`src/rtl/ifq_line_fetch_ctrl.sv`:
```
// ifq_line_fetch_ctrl
//   Fetch-stage line sequencer. It requests one cache line at a time and
//   streams WORDS_PER_LINE words into the instruction FIFO. It also tracks
//   FIFO occupancy locally, so a line is only requested once the FIFO can
//   take all of it. When the FIFO is empty and decode is reading, a word
//   bypasses the FIFO and goes straight to decode. A branch redirect drops
//   everything queued or in flight.
//
// Ports
//   clk, reset        clock, asynchronous active-low reset
//   dout_valid        cache line data valid (looked at only while requesting)
//   rd_enable         decode wants one instruction this cycle
//   branch_valid      redirect: discard queued and in-flight words
//   cache_en          line request, high for the whole request state
//   word_sel          word index within the line being delivered
//   push_fifo/bypass  deliver selected word into FIFO / straight to decode
//   pop_fifo          FIFO read strobe
//   flush_fifo        one-cycle FIFO clear
//   line_adv          one-cycle PC advance by one line
//   fifo_count/empty/full  tracked FIFO occupancy
module ifq_line_fetch_ctrl #(
  parameter int WORDS_PER_LINE = 4,
  parameter int FIFO_DEPTH     = 16,
  parameter int CNT_W          = $clog2(FIFO_DEPTH + 1),
  parameter int IDX_W          = $clog2(WORDS_PER_LINE)
) (
  input  logic             clk,
  input  logic             reset,
  input  logic             dout_valid,
  input  logic             rd_enable,
  input  logic             branch_valid,
  output logic             cache_en,
  output logic [IDX_W-1:0] word_sel,
  output logic             push_fifo,
  output logic             bypass,
  output logic             pop_fifo,
  output logic             flush_fifo,
  output logic             line_adv,
  output logic [CNT_W-1:0] fifo_count,
  output logic             fifo_empty,
  output logic             fifo_full
);

  typedef enum logic [2:0] {
    S_RST, S_IDLE, S_REQ, S_STREAM, S_FLUSH
  } state_e;

  // Highest occupancy that still leaves room for a complete line.
  localparam logic [CNT_W-1:0] ROOM_MAX = CNT_W'(FIFO_DEPTH - WORDS_PER_LINE);
  localparam logic [IDX_W-1:0] LAST_IDX = IDX_W'(WORDS_PER_LINE - 1);

  state_e           state_q, state_d;
  logic [IDX_W-1:0] idx_q, idx_d;
  logic [CNT_W-1:0] cnt_q, cnt_d;
  logic             deliver;

  always_comb begin
    // A branch cancels whatever the current stream cycle would deliver.
    deliver    = (state_q == S_STREAM) && !branch_valid;
    bypass     = deliver && (cnt_q == '0) && rd_enable;
    push_fifo  = deliver && !bypass;
    line_adv   = deliver && (idx_q == LAST_IDX);
    pop_fifo   = rd_enable && (cnt_q != '0) && (state_q != S_FLUSH) && !branch_valid;
    cache_en   = (state_q == S_REQ);
    flush_fifo = (state_q == S_FLUSH);
    word_sel   = idx_q;
    fifo_count = cnt_q;
    fifo_empty = (cnt_q == '0);
    fifo_full  = (cnt_q == CNT_W'(FIFO_DEPTH));

    if (state_q == S_FLUSH) cnt_d = '0;
    else                    cnt_d = cnt_q + CNT_W'(push_fifo) - CNT_W'(pop_fifo);

    state_d = state_q;
    idx_d   = idx_q;
    case (state_q)
      S_RST: state_d = S_IDLE;
      S_IDLE: begin
        if (branch_valid)         state_d = S_FLUSH;
        else if (cnt_q <= ROOM_MAX) state_d = S_REQ;
      end
      S_REQ: begin
        if (branch_valid) state_d = S_FLUSH;
        else if (dout_valid) begin
          state_d = S_STREAM;
          idx_d   = '0;
        end
      end
      S_STREAM: begin
        if (branch_valid) begin
          state_d = S_FLUSH;
          idx_d   = '0;
        end else begin
          idx_d = idx_q + 1'b1;  // wraps to 0 after the last word
          // Room for the next line is judged on the post-update count.
          if (idx_q == LAST_IDX) state_d = (cnt_d <= ROOM_MAX) ? S_REQ : S_IDLE;
        end
      end
      S_FLUSH: state_d = S_IDLE;
      default: state_d = S_RST;
    endcase
  end

  always_ff @(posedge clk or negedge reset) begin
    if (!reset) begin
      state_q <= S_RST;
      idx_q   <= '0;
      cnt_q   <= '0;
    end else begin
      state_q <= state_d;
      idx_q   <= idx_d;
      cnt_q   <= cnt_d;
    end
  end

endmodule

```
`config.mk`:
```
export PLATFORM = sky130hd
export DESIGN_NAME = ifq_line_fetch_ctrl
export DESIGN_NICKNAME = d
export VERILOG_FILES = /design/src/rtl/ifq_line_fetch_ctrl.sv
export SDC_FILE = /design/constraint.sdc
export NUM_CORES = 1
export LEC_CHECK = 0
export ABC_AREA = 1
export CAP_MARGIN = 20
export CELL_PAD_IN_SITES_DETAIL_PLACEMENT = 1
export CELL_PAD_IN_SITES_GLOBAL_PLACEMENT = 2
export CORE_MARGIN = 2
export CORE_UTILIZATION = 23
export DETAILED_ROUTE_END_ITERATION = 6
export GPL_TIMING_DRIVEN = 0
export HOLD_SLACK_MARGIN = 0.1
export PLACE_DENSITY = 0.72
export RECOVER_POWER = 50
export SETUP_SLACK_MARGIN = 0.2
export SKIP_CTS_REPAIR_TIMING = 1
export SLEW_MARGIN = 20
export SYNTH_ARGS = -nofsm -noshare
export SYNTH_HDL_FRONTEND = slang
export SYNTH_SLANG_ARGS = --single-unit
```
`constraint.sdc`:
```
create_clock -name clk -period 2.3 [get_ports clk]
set_input_delay 0.23 -clock clk [delete_from_list [all_inputs] [get_ports clk]]
set_output_delay 0.23 -clock clk [all_outputs]
set_load 0.02 [all_outputs]
```
==> results of run 1 <==
[worst max path at each step]
stage | start | end | slack [ns] | cells past startpoint
after floorplan | fifo_count[2] | state_q[0] | -0.51 | 20
after CTS | fifo_count[2] | state_q[0] | -0.54 | 19
after detailed placement | fifo_count[2] | state_q[0] | -0.52 | 19
final | fifo_count[2] | state_q[0] | -0.29 | 17
after global placement | branch_valid | state_q[1] | -0.47 | 14
after global routing | fifo_count[2] | state_q[1] | -0.49 | 18
[power groups by stage]
stage	registers (W)	logic [W]	clock network (W)
2_1_floorplan	0.000423	0.000669	0
3_3_place_gp	0.000372	0.00105	0
3_5_place_dp	0.000376	0.00107	0
4_1_cts	0.000375	0.00107	0.000171
5_1_grt	0.000391	0.00155	0.000178
6_report	0.000378	0.00138	0.000161
[synthesized netlist by cell type]
library cell	n	share of area (%)
nand2_1	24	12
nor2_2	1	0.81
a21oi_1	4	2.6
a31oi_1	1	0.81
ha_1	9	15
nand3_1	10	6.5
nand3b_1	1	0.97
nor3_2	1	1.3
dfrtp_1	10	32
nand2_2	1	0.81
inv_2	1	0.49
a22oi_1	1	0.97
fa_1	1	2.6
nor3_1	1	0.65
mux2i_1	1	1.3
nor2_1	11	5.3
nor4_1	1	0.81
o21ai_0	1	0.65
inv_1	27	13
nor4_2	1	1.6
[flip-flops by register name, indices dropped and copies added (netlist names)]
register,count
fifo_count,5
state_q,3
word_sel,2
[cell type report]
| cell class | count | area share (%) |
|---|---|---|
| Tap cell | 46 | 4.39 |
| Multi-Input combinational cell | 70 | 41.8 |
| Inverter | 28 | 8.01 |
| Sequential cell | 10 | 19.4 |
| Clock buffer | 4 | 2.76 |
| Timing Repair Buffer | 32 | 23.7 |
[per-layer routing]
metal	up-vias	global-route usage [%]
li1	405	-
met1	388	18.5
met2	8	19.7
met3	0	1.24
met4	0	5.47
met5	-	0
[stage by stage]
step,utilization (%),instance area (um2),hold slack (ns)
6_report,40.0,1310,0.353
5_1_grt,40.0,1310,0.386
4_1_cts,34.2,1120,0.291
3_5_place_dp,33.1,1090,0.511
3_3_place_gp,33.1,1090,0.498
2_1_floorplan,-,838,-0.0656
[critical path, cell delays in order, from the launching register on]
cell and delay, ns:
dfrtp_2 0.43, inv_2 0.07, ha_4 0.16, nand3_4 0.07, nor2_4 0.05, nor4_4 0.18, ha_2 0.32, inv_2 0.07
ha_4 0.13, inv_2 0.04, fa_2 0.55, a21oi_2 0.07, nand2_1 0.09, nand2_1 0.07, nand2_1 0.05, nand2_1 0.05
nand2_1 0.05, nand2_1 0.05
[logic make-up after synthesis]
group / Yosys count / synth area share (%)
AO/OA/AOI/OAI: 7 / 5.02
adder cells (fa/ha/maj): 10 / 17.2
buffers and inverters: 28 / 13.6
flip-flops: 10 / 32.4
multiplexers: 1 / 1.30
AND/OR/NAND/NOR: 52 / 30.5
[placed cells by master, fill, tap and decap left out]
master / synthesis / routed
inv_1: 27 / 21
nand2_1: 24 / 21
clkdlybuf4s50_1: 0 / 13
buf_4: 0 / 10
inv_2: 1 / 7
nor2_1: 11 / 7
dfrtp_1: 10 / 7
ha_1: 9 / 6
nand3_2: 0 / 5
dlymetal6s2s_1: 0 / 5
nand3_1: 10 / 4
nor2_2: 1 / 3
nand2_2: 1 / 3
clkbuf_4: 0 / 3
dfrtp_2: 0 / 3
buf_6: 0 / 3
nor2_4: 0 / 2
nor4_4: 0 / 2
a21oi_2: 0 / 2
a21oi_1: 4 / 2
ha_4: 0 / 2
nor3_2: 1 / 1
nand2_4: 0 / 1
nand3_4: 0 / 1
nand3b_1: 1 / 1
nor3_1: 1 / 1
a22oi_1: 1 / 1
o21ai_0: 1 / 1
mux2i_1: 1 / 1
a31oi_1: 1 / 1
fa_2: 0 / 1
ha_2: 0 / 1
clkbuf_8: 0 / 1
dlygate4sd3_1: 0 / 1
==> metrics.txt, run 1 <==
WL met1 between 1000 and 1500 um; Layout Cells excl Fill 190; clock buffer depth 2; status finished with violations; Synth Warn # 0; Reg2Reg Launch Point fifo_count[2]; slew margin rel. between 60% and 70%; Core Footprint between 3000 and 4000 um2; internal power between 0.0009 and 0.001 W; Via density approximately 4.2; RSZ-0062 raised after global routing true; CP arrival ~2.8 ns; Fillers 408; CTS Buf Count 3; CTS tree built; met2 wire length between 1000 and 1500 um; part of the power in combinational logic 71.9%; Clock Latency Late Sink 0.26 ns; worst r2r path cells 17; Initial Util a little under a quarter; measured slew at the worst slew-check pin between 0.4 and 0.5 ns; crit start category flop; register area about 250 um2; first-pass GRT wire length about 3600 um; Tcrit/Tclk final 113%; routed len/inst ~12 um; fin nets 160; Final Critical Period between 2 and 3 ns; GPL Wtd Cong ~0.83; row count 21; Seq/Total Area, Yosys between 30% and 40%; total of max-cap violations 0; Synth Area per Inst roughly 7.1 um2; share of cells above drive strength 1 35.4%; DRT iter0 DRCs 25; CTS H-tree lvls 1; sw power around 0.00093 W; Syn-to-layout area delta 70.0%; Leak approximately 0.72 nW; #FFs+latches synth 10; Post-Place Cells around 170; Vias 801; CTS sink count 10; Die X-Extent ~62 um; Final ANT Viol Nets 0; Power Dens Cells around 1500 nW/um2; Max Clock Freq a little under 0.4 GHz; Clk pwr share 8.4%; sw frac 48.7%; Slew Limit Fails 0; Syn Nets approximately 120; failing checks setup timing; mapped cell area 772 um2; IO Pins 20; worst r2r dst state_q[0]; VDD IR max 0.000449 V; Post-Syn Instances roughly 110; vias in the first global route roughly 770; Worst-path clk slew around 0.070 ns; Port Buffers 19; antenna cell count 0; GR Overflow Total 0; Cell variety after synth 20; die height a little over 60 um; final worst slack -0.293 ns; skew final between 0.0006 and 0.0007 ns; Hold Vio Cnt, Final 0; Setup TNS Final -0.678 ns; sequential fraction of design power about a fifth; kind of critical path reg2reg; Worst R2R Setup Slack -0.29 ns; CP endpoint kind flop; overall power 0.00191 W; die area 3840 um2; Hold Crit Class in2async; DRC 0; pre-CTS setup slack -0.519 ns; largest net degree at the start of global routing 11; final WL 2260 um; DPL Wire Length between 1500 and 2000 um; top layer in use met3; Setup-failing EPs final 4; Total GRT Usage roughly 13%; Worst Path Max Fanout 5; Clock Tree Root clkbuf_4; Routed met3 length between 15 and 20 um; Worst Path Required roughly 2.5 ns; DR pass1 iterations 4; Multi-input gate area 548 um2; antenna violations before repair 0
Power figures use the tool's default switching activity.
==> run 2, diff against run 1 <==
Settings changed: CTS_CLUSTER_DIAMETER set to 30.
==> results of run 2 <==
Same layout as run 1: the final DEF is identical, and so are final timing and power.
